<file path="config.mk">
export PLATFORM = sky130hd
export DESIGN_NAME = cpu_ctrl_seq
export DESIGN_NICKNAME = d
export VERILOG_FILES = /design/src/rtl/cpu_ctrl_pkg.sv /design/src/rtl/cpu_ctrl_rom.sv /design/src/rtl/cpu_ctrl_seq.sv
export SDC_FILE = /design/constraint.sdc
export NUM_CORES = 1
export LEC_CHECK = 0
export CORE_MARGIN = 1
export CORE_UTILIZATION = 40
export CTS_CLUSTER_DIAMETER = 150
export DETAILED_ROUTE_END_ITERATION = 6
export GPL_ROUTABILITY_DRIVEN = 0
export PLACE_DENSITY = 0.72
export RECOVER_POWER = 25
export SETUP_SLACK_MARGIN = 0.02
export SYNTH_ARGS = -nofsm -noshare
export SYNTH_HDL_FRONTEND = slang
export SYNTH_SLANG_ARGS = --single-unit
</file>
<file path="constraint.sdc">
create_clock -name clk -period 2.1 [get_ports clk]
set_input_delay 0.63 -clock clk [delete_from_list [all_inputs] [get_ports clk]]
set_output_delay 0.63 -clock clk [all_outputs]
set_load 0.005 [all_outputs]
</file>
<file path="src/rtl/cpu_ctrl_pkg.sv">
// Shared definitions for the CPU control sequencer and the datapath blocks that
// decode its control bus: control-bit indices, opcodes and micro-step encoding.
package cpu_ctrl_pkg;

    // Control-bus bit indices (bits 12 and 15 are reserved and always 0)
    localparam int unsigned CS_MAR_PC  = 0;   // MAR <- PC
    localparam int unsigned CS_MBR_MEM = 1;   // MBR <- mem[MAR]
    localparam int unsigned CS_IR_MBR  = 2;   // IR  <- MBR[15:8]
    localparam int unsigned CS_MAR_MBR = 3;   // MAR <- MBR[7:0]
    localparam int unsigned CS_PC_INC  = 4;   // PC  <- PC + 1
    localparam int unsigned CS_MBR_ACC = 5;   // MBR <- ACC
    localparam int unsigned CS_MEM_MBR = 6;   // mem[MAR] <- MBR
    localparam int unsigned CS_BR_MBR  = 7;   // BR  <- MBR
    localparam int unsigned CS_ACC_CLR = 8;   // ACC <- 0
    localparam int unsigned CS_PC_MBR  = 9;   // PC  <- MBR[7:0]
    localparam int unsigned CS_ACC_ADD = 10;  // ACC <- ACC + BR
    localparam int unsigned CS_ACC_SUB = 11;  // ACC <- ACC - BR
    localparam int unsigned CS_ACC_AND = 13;  // ACC <- ACC & BR
    localparam int unsigned CS_ACC_OR  = 14;  // ACC <- ACC | BR

    localparam logic [7:0] OP_NOP    = 8'h00;
    localparam logic [7:0] OP_STORE  = 8'h01;
    localparam logic [7:0] OP_LOAD   = 8'h02;
    localparam logic [7:0] OP_ADD    = 8'h03;
    localparam logic [7:0] OP_SUB    = 8'h04;
    localparam logic [7:0] OP_JMPGEZ = 8'h05;
    localparam logic [7:0] OP_JMP    = 8'h06;
    localparam logic [7:0] OP_HALT   = 8'h07;
    localparam logic [7:0] OP_AND    = 8'h0A;
    localparam logic [7:0] OP_OR     = 8'h0B;

    typedef enum logic [3:0] {
        StBoot = 4'd0,
        StF0   = 4'd1,
        StF1   = 4'd2,
        StF2   = 4'd3,
        StE0   = 4'd4,
        StE1   = 4'd5,
        StE2   = 4'd6,
        StHalt = 4'd7
    } step_e;

    // One-hot control word with a single bit set
    function automatic logic [15:0] cs_bit(input int unsigned idx);
        logic [15:0] w;
        w = '0;
        w[idx[3:0]] = 1'b1;
        return w;
    endfunction

endpackage

</file>
<file path="src/rtl/cpu_ctrl_rom.sv">
// Combinational microcode ROM. Given the current micro-step and the opcode /
// ACC sign that apply to it, selects the next micro-step and the control word
// that step must drive.
//   step_i       : current micro-step
//   opcode_i     : opcode of the instruction being sequenced
//   acc_neg_i    : ACC sign bit latched for this instruction
//   next_step_o  : micro-step to enter at the next transition
//   next_word_o  : control word for next_step_o
module cpu_ctrl_rom
    import cpu_ctrl_pkg::*;
(
    input  step_e       step_i,
    input  logic [7:0]  opcode_i,
    input  logic        acc_neg_i,
    output step_e       next_step_o,
    output logic [15:0] next_word_o
);

    logic is_alu;
    logic is_mem;
    logic is_jump;

    assign is_alu  = (opcode_i == OP_ADD) || (opcode_i == OP_SUB) ||
                     (opcode_i == OP_AND) || (opcode_i == OP_OR);
    assign is_mem  = (opcode_i == OP_LOAD) || is_alu;  // three-step memory-read ops
    assign is_jump = (opcode_i == OP_JMP) || (opcode_i == OP_JMPGEZ);

    always_comb begin
        next_step_o = StF0;
        case (step_i)
            StBoot: next_step_o = StF0;
            StF0:   next_step_o = StF1;
            StF1:   next_step_o = StF2;
            StF2: begin
                if (opcode_i == OP_HALT) begin
                    next_step_o = StHalt;
                end else if (is_mem || is_jump || (opcode_i == OP_STORE)) begin
                    next_step_o = StE0;
                end else begin
                    next_step_o = StF0;
                end
            end
            StE0:   next_step_o = (is_mem || (opcode_i == OP_STORE)) ? StE1 : StF0;
            StE1:   next_step_o = is_mem ? StE2 : StF0;
            StE2:   next_step_o = StF0;
            StHalt: next_step_o = StHalt;
            default: next_step_o = StBoot;
        endcase
    end

    always_comb begin
        next_word_o = '0;
        case (next_step_o)
            StF0: next_word_o = cs_bit(CS_MAR_PC);
            StF1: next_word_o = cs_bit(CS_MBR_MEM) | cs_bit(CS_PC_INC);
            StF2: next_word_o = cs_bit(CS_IR_MBR) | cs_bit(CS_MAR_MBR);
            StE0: begin
                if (opcode_i == OP_STORE) begin
                    next_word_o = cs_bit(CS_MBR_ACC);
                end else if (is_mem) begin
                    next_word_o = cs_bit(CS_MBR_MEM);
                end else if ((opcode_i == OP_JMP) || !acc_neg_i) begin
                    // MBR still holds the instruction, so its low byte is the target
                    next_word_o = cs_bit(CS_PC_MBR);
                end
            end
            StE1: begin
                if (opcode_i == OP_STORE) begin
                    next_word_o = cs_bit(CS_MEM_MBR);
                end else if (opcode_i == OP_LOAD) begin
                    next_word_o = cs_bit(CS_BR_MBR) | cs_bit(CS_ACC_CLR);
                end else begin
                    next_word_o = cs_bit(CS_BR_MBR);
                end
            end
            StE2: begin
                case (opcode_i)
                    OP_SUB:  next_word_o = cs_bit(CS_ACC_SUB);
                    OP_AND:  next_word_o = cs_bit(CS_ACC_AND);
                    OP_OR:   next_word_o = cs_bit(CS_ACC_OR);
                    default: next_word_o = cs_bit(CS_ACC_ADD);  // ADD, and LOAD adds BR to 0
                endcase
            end
            default: next_word_o = '0;
        endcase
    end

endmodule

</file>
<file path="src/rtl/cpu_ctrl_seq.sv">
// Microprogrammed control sequencer. Steps each instruction through fetch and
// execute micro-steps, holding every control word for exactly two cycles.
//   clk                : system clock, rising edge
//   rst_n              : asynchronous active-low reset
//   ir_opcode_i        : IR contents (instruction bits [15:8])
//   acc_neg_i          : ACC sign bit
//   control_signals_o  : registered 16-bit control word
//   halted_o           : registered, high while halted
//   step_dbg_o         : current micro-step encoding
module cpu_ctrl_seq
    import cpu_ctrl_pkg::*;
(
    input  logic        clk,
    input  logic        rst_n,
    input  logic [7:0]  ir_opcode_i,
    input  logic        acc_neg_i,
    output logic [15:0] control_signals_o,
    output logic        halted_o,
    output logic [3:0]  step_dbg_o
);

    step_e       step_q, step_d;
    logic        phase_q, phase_d;
    logic [15:0] cs_q, cs_d;
    logic        halted_q, halted_d;
    logic [7:0]  op_q, op_d;
    logic        neg_q, neg_d;

    step_e       rom_next_step;
    logic [15:0] rom_next_word;
    logic [7:0]  rom_opcode;
    logic        rom_acc_neg;

    // Inputs are live only while leaving F2; later steps use the latched copy
    assign rom_opcode  = (step_q == StF2) ? ir_opcode_i : op_q;
    assign rom_acc_neg = (step_q == StF2) ? acc_neg_i   : neg_q;

    cpu_ctrl_rom u_rom (
        .step_i      (step_q),
        .opcode_i    (rom_opcode),
        .acc_neg_i   (rom_acc_neg),
        .next_step_o (rom_next_step),
        .next_word_o (rom_next_word)
    );

    always_comb begin
        phase_d  = ~phase_q;
        step_d   = step_q;
        cs_d     = cs_q;
        halted_d = halted_q;
        op_d     = op_q;
        neg_d    = neg_q;
        // Transition only on the second cycle of a step
        if (phase_q) begin
            step_d   = rom_next_step;
            cs_d     = rom_next_word;
            halted_d = (rom_next_step == StHalt);
            if (step_q == StF2) begin
                op_d  = ir_opcode_i;
                neg_d = acc_neg_i;
            end
        end
    end

    always_ff @(posedge clk or negedge rst_n) begin
        if (!rst_n) begin
            step_q   <= StBoot;
            phase_q  <= 1'b0;
            cs_q     <= '0;
            halted_q <= 1'b0;
            op_q     <= '0;
            neg_q    <= 1'b0;
        end else begin
            step_q   <= step_d;
            phase_q  <= phase_d;
            cs_q     <= cs_d;
            halted_q <= halted_d;
            op_q     <= op_d;
            neg_q    <= neg_d;
        end
    end

    assign control_signals_o = cs_q;
    assign halted_o          = halted_q;
    assign step_dbg_o        = step_q;

endmodule
</file>
==> impl_results.md, run 1 <==
* Core area at 0.003442 mm²
* Max-cap violations at 0
* Asr flop ratio synth at 100.0%
* Final ANT Viol Nets at 0
* Unrepaired setup endpoints after global routing: true
* Startpoint Class: flip-flop
* Synthesized area per cell at 10.53 µm²
* Failing checks: negative setup slack
* Maximum root-to-sink buffer count at 2
* Routed wire length at 3.653 mm
* Most frequent cell after synthesis: dfrtp_1
* Vias in the first global route at 1465
* N_diodes at 0
* Share of cells above drive strength 1 at 36.82%
* First drt pass iteration count at 4
* Yosys top cell by area: dfrtp_1
* DR iter-0 viols at 82
* DIE AREA at 0.003961 mm²
* Critical path, cell by cell: or4_4 > or4_4 > o21a_4 > a21boi_4 > o21a_2 > o32ai_1
* Starting density of the core at 43.15%
* Via Count at 1362
* Crit path max-delay family: simple AND/OR/NAND/NOR gates
* Power density cells at 1132 mW/mm²
* Clock Sinks at 27
* HP Class: reg2reg
* Fmax at 452.5 MHz
* Die W at 62.94 µm
* Synth Warn # at 0
* Latest clock arrival within the worst-skew pair at 0.27 ns
* I/O Pins at 32
* Fin Hold WS at 0.4982 ns
* CP Class: reg2reg
* Final worst slack at -0.1100 ns
* Hold Vio Cnt, Final at 0
* Minimum clock period at 2.210 ns
* Pins over their slew limit at 0
* CTS buffer count at 3
* Clk slew on worst S/H paths at 0.09 ns
* CP arrival at 2.35 ns
* Count of different cell masters after synthesis at 45
* Hold bufs inserted after CTS at 0
* CTS tree: yes
* FP Rows at 21
* VDD IR max at 0.0005957 V
* Fin crit share at 105.2%
* DP Worst Slack at -0.5845 ns
* Clk_skew at 0.002813 ns
* Final std cells w/o fill at 247
* Post-Syn Area at 0.001485 mm²
* Main flop type after synthesis: dfrtp_1
* Residual DRC at 0
* Status: finished with violations
* Placed Cells at 238
* Hpwl dp at 2.810 mm
* GRT Util Overall at 21.40%
* Via/cell ratio at 5.514
* CTS Root Cell: clkbuf_8
* Avg WL per Cell at 14.79 µm
* Largest net degree at the start of global routing at 28
* Top cell by count, worst path: or4_4
* Slew @ Worst Pin at 0.6702 ns
* Die span in y at 62.94 µm
* Critical Path RT at 2.24 ns
* Initial antenna violation count at 0
* IO Port Bufs at 28
* Grt ovf at 0
* Lkg Pwr at 0.9393 nW
* Nets@finish at 213
* Global-route wire length before repair at 6.768 mm
* H-tree level count at 1
* Synth area leaders: dfrtp_1, mux2_2, o2bb2ai_1
* Final Util at 63.40%
* Worst-path maximum fanout at 3
* Synth top area share at 45.49%
* Synth-to-Final Area Change at 46.92%
* Top cells by count, synth: dfrtp_1, mux2_2, nand2_1, nor2_1, a21oi_1
* Worst Setup End Kind: flip-flop
* Worst path max stage delay at 0.54 ns
* Setup violations, final at 12
* EDFF count, synth at 0
* Headroom to the max-slew limit at 55.32%
* FF+latch count, synth at 27
* Seq/Total Area, Yosys at 45.49%
* Slowest stage cell, crit path: or4_4
* Mapped Cells at 141
* Sum of buffers and inverters on the critical path at 0
[cells by family (layout without fill, tap and decap cells)]
kind of cell	Yosys count	after routing	share of synthesized area [%]
other	1	3	0.2525
buffers and inverters	12	70	4.550
multiplexers	11	11	8.256
AO/OA/AOI/OAI	43	43	23.08
flip-flops	27	27	45.49
AND/OR/NAND/NOR	47	47	18.37
[what timing repair did]
| action | 4_1_cts | 5_1_grt |
|---|---|---|
| endpoints found under the setup margin | 15 | 12 |
| pin swaps | 13 | 3 |
| resized for setup | 29 | 6 |
| buffers inserted | 3 | 2 |
[cell type report]
cell class,instances,area [µm²]
Fill cell,276,1260
Timing Repair Buffer,61,523.0
Clock buffer,4,45.04
Inverter,5,18.77
Sequential cell,27,675.6
Multi-Input combinational cell,104,862.1
Tap cell,46,57.56
[worst register-to-register path: cells and delay by family (launching register included)]
family,cells,cell delay [ns]
simple gates,2,1.00
compound gates,4,0.69
flops,1,0.38
[cells in the final DEF, fill, tap and decap left out, drive strengths merged, types with 2 or more instances in the layout]
cell           instances
buf                   35
dfrtp                 27
clkdlybuf4s50         19
mux2                  10
nor2                   8
nand2                  8
a21oi                  7
o21ai                  7
nand2b                 6
inv                    5
o2bb2ai                5
clkbuf                 5
nor2b                  4
o211ai                 4
a22o                   4
dlygate4sd2            4
nor3                   4
nor4                   3
or4                    3
conb                   3
nand3                  3
o21a                   3
a31oi                  2
nor4b                  2
a21boi                 2
o41ai                  2
o32ai                  2
[path summary, 6_finish.rpt]
kind,cells past startpoint,endpoint,slack [ns],start
worst min-delay path,1,control_signals_o[0],0.50,control_signals_o[0]
max in group asynchronous,2,neg_q,0.76,rst_n
min in group asynchronous,2,control_signals_o[6],0.92,rst_n
worst max-delay path,6,control_signals_o[3],-0.11,op_q[7]
worst max register to register,6,control_signals_o[3],-0.11,op_q[7]
worst min register to register,1,control_signals_o[0],0.50,control_signals_o[0]
[flip-flops by register name, indices dropped and copies added, names as in the netlist]
| name | cells |
|---|---|
| control_signals_o | 13 |
| op_q | 8 |
| step_dbg_o | 3 |
| halted_o | 1 |
| neg_q | 1 |
| phase_q | 1 |
[routing by layer]
metal	share of wire [%]	global-route usage [%]
met1	43	27.78
met5	0	0
met3	4.4	2.737
met4	2.0	7.849
met2	50	36.02
[power by group]
group	switching [W]	total, W	internal [W]
clock	0.000155	0.000291	0.000136
sequential	0.0000891	0.000773	0.000684
combinational	0.000654	0.00141	0.000752
[through the flow]
step	cell area [µm²]	setup TNS (ns)	power, W
floorplan	1540	-0.2456	0.001531
global placement	2039	-6.731	0.002044
detailed placement	2039	-7.499	0.002075
CTS	2148	-0.9622	0.002417
global route	2182	-2.036	0.002671
finish	2182	-0.8827	0.002470
Power figures use the tool's default switching activity.
==> run 2, diff against run 1 <==
--- a/config.mk
+++ b/config.mk
@@ -5,12 +5,13 @@
 export SDC_FILE = /design/constraint.sdc
 export NUM_CORES = 1
 export LEC_CHECK = 0
+export ABC_CLOCK_PERIOD_IN_PS = 2900
 export CORE_MARGIN = 1
-export CORE_UTILIZATION = 40
+export CORE_UTILIZATION = 50
 export CTS_CLUSTER_DIAMETER = 150
 export DETAILED_ROUTE_END_ITERATION = 6
 export GPL_ROUTABILITY_DRIVEN = 0
-export PLACE_DENSITY = 0.72
+export PLACE_DENSITY = 0.83
 export RECOVER_POWER = 25
 export SETUP_SLACK_MARGIN = 0.02
 export SYNTH_ARGS = -nofsm -noshare
==> constraint.sdc (replaced) <==
create_clock -name clk -period 2.9 [get_ports clk]
set_input_delay 0.87 -clock clk [delete_from_list [all_inputs] [get_ports clk]]
set_output_delay 0.87 -clock clk [all_outputs]
set_load 0.005 [all_outputs]
==> run 2 against run 1 <==
The flow now finishes without violations. Worst hold slack improved by 0.0026 ns. Wire length shrank 6.0%. Power decreased by 39%. Sequential share of layout area is 5.3 points higher. Clock-buffer cell count unchanged. Flip-flop and latch count stayed put. Largest power group unchanged. First-iteration DRC count is 27% lower. Critical endpoint is now control_signals_o[8]. Highest routed layer unchanged. Die area shrank 19%. Clock power fell by 44%. Final cell count fell by 16%. Largest cell class unchanged. Register-to-register slack improved by 0.45 ns. Final area shrank 15%. Critical path type is now in2reg.
==> impl_results.md, run 2 (synthesis results as in run 1) <==
* Status: complete, no violations
* Critical R2R Capture: control_signals_o[8]
* Via Count at 1258 (-7.6%)
* DR iter-0 viols at 60 (-27%)
* Synth-to-Final Area Change at 25.61%
* Worst reg2reg path startpoint: op_q[4]
* Met3 usage at 2.765% (+0.028 points)
* Residual DRC at 0 (unchanged)
* Vias in the first global route at 1346 (-8.1%)
* Power density cells at 809.6 mW/mm² (-28%)
* I/O Pins at 32 (unchanged)
* Clock Sinks at 27 (unchanged)
* Clk_skew at 0.007865 ns (+0.005052 ns)
* Met2 Use GR at 41.51% (+5.5 points)
* CP arrival at 2.97 ns (+0.62 ns)
* Routed wire length at 3.433 mm (-6.0%)
* Worst Setup End Kind: flip-flop
* Minimum clock period at 2.746 ns
* Fin crit share at 94.68%
* Final std cells w/o fill at 208 (-16%)
* VDD IR max at 0.0007064 V (+19%)
* Global-route wire length before repair at 6.085 mm (-10%)
* Pins over their slew limit at 0 (unchanged)
* IO Port Bufs at 28 (unchanged)
* Maximum root-to-sink buffer count at 2 (unchanged)
* CTS tree: yes
* Largest net degree at the start of global routing at 28 (unchanged)
* FP Rows at 19 (-9.5%)
* Hpwl dp at 2.674 mm (-4.8%)
* Starting density of the core at 53.40% (+10 points)
* Final Util at 67.07% (+3.7 points)
* CTS Root Cell: clkbuf_4
* Unrepaired setup endpoints after global routing: false
* Flop2flop setup slack at 0.34 ns (+0.45 ns)
* Placed Area at 0.001831 mm² (-10%)
* Post-route cell area at 0.001866 mm² (-15%)
* Die W at 56.50 µm (-10%)
* Die span in y at 56.50 µm (-10%)
* CP Launch Point: ir_opcode_i[4]
* Setup violations, final at 0 (-12)
* HP Class: reg2reg
* Critical Path RT at 3.12 ns (+0.88 ns)
* Avg WL per Cell at 16.50 µm (+12%)
* Routing usage on met1 at 30.78% (+3.0 points)
* Final ANT Viol Nets at 0 (unchanged)
* Startpoint Class: primary input
* Via/cell ratio at 6.048 (+9.7%)
* Hold Vio Cnt, Final at 0 (unchanged)
* N_diodes at 0 (unchanged)
* Headroom to the max-slew limit at 6.476% (-49 points)
* Clk slew on worst S/H paths at 0.13 ns (+0.04 ns)
* Core area at 0.002781 mm² (-19%)
* Max reg flops at 13 (unchanged)
* Worst-path maximum fanout at 4 (+1)
* Share of cells above drive strength 1 at 18.08% (-19 points)
* CP Class: in2reg
* Hold bufs inserted after CTS at 0 (unchanged)
* GR peak layer: met2
* Fill count at 238 (-14%)
* Most frequent cells in the layout: dfrtp_1, clkdlybuf4s50_1, mux2_2
* Fmax at 364.2 MHz
* DIE AREA at 0.003192 mm² (-19%)
* Final worst slack at 0.1542 ns (+0.2642 ns)
* GRT Util Overall at 24.29% (+2.9 points)
* CTS buffer count at 3 (unchanged)
* Max-cap violations at 0 (unchanged)
* Grt ovf at 0 (unchanged)
* First drt pass iteration count at 4 (unchanged)
* Crit path to: control_signals_o[8]
* Placed Cells at 204 (-14%)
* Worst Reg-to-Reg Cells at 6 (unchanged)
* DP Worst Slack at -0.2014 ns (+0.3831 ns)
* Initial antenna violation count at 0 (unchanged)
* Nets@finish at 189 (-11%)
* Latest clock arrival within the worst-skew pair at 0.33 ns (+0.06 ns)
* H-tree level count at 1 (unchanged)
* Lkg Pwr at 0.7622 nW (-19%)
* Slew @ Worst Pin at 1.403 ns (+0.7327 ns)
## run 2: metrics by stage
stage	hold WS, ns	TNS, ns	total power, W
after detailed placement	0.4766	-1.419	0.001330
after global routing	0.5275	0	0.001618
final	0.5008	0	0.001510
after global placement	0.4740	-0.7541	0.001286
after floorplan	0.4757	0	0.001075
after CTS	0.5083	0	0.001492
## run 2: metal layers
layer  vias up  routed length, µm
met4         0                 47
li1        603                  -
met5         -                  0
met2        47               1737
met3         8                180
met1       600               1468
## run 2: how the worst min path moves through the flow
stage,start,endpoint,depth (start not counted)
global placement,control_signals_o[0],control_signals_o[0],1
detailed placement,control_signals_o[13],control_signals_o[13],1
global route,control_signals_o[13],control_signals_o[13],1
CTS,control_signals_o[13],control_signals_o[13],1
floorplan,control_signals_o[8],control_signals_o[8],2
finish,control_signals_o[13],control_signals_o[13],1
## run 2: power breakdown
| part | internal [W] | switching (W) |
|---|---|---|
| clock network | 0.0000539 | 0.000108 |
| logic | 0.000369 | 0.000346 |
| registers | 0.000494 | 0.000139 |
| total | 0.000917 | 0.000594 |
## run 2: area by class of cell
class / count / area, µm² / area share [%]
clock buffers: 4 / 26.28 / 1.408
inverters: 5 / 18.77 / 1.006
multi-input cells: 104 / 762.0 / 40.85
flip-flops and latches: 27 / 675.6 / 36.22
well taps: 31 / 38.79 / 2.079
repair buffers: 37 / 344.1 / 18.44
## run 2: repair_timing
action                                  in CTS  in global routing
resized for setup                            0                  2
buffers inserted                             0                  0
endpoints found under the setup margin       0                  3
## run 2: worst max-delay path, cell delays in order
cell and delay (ns):
clkdlybuf4s50_1 0.44, or4_1 0.62, nor3_1 0.26, a21oi_1 0.12
nand3_1 0.15, o21ai_2 0.11, o41ai_2 0.39
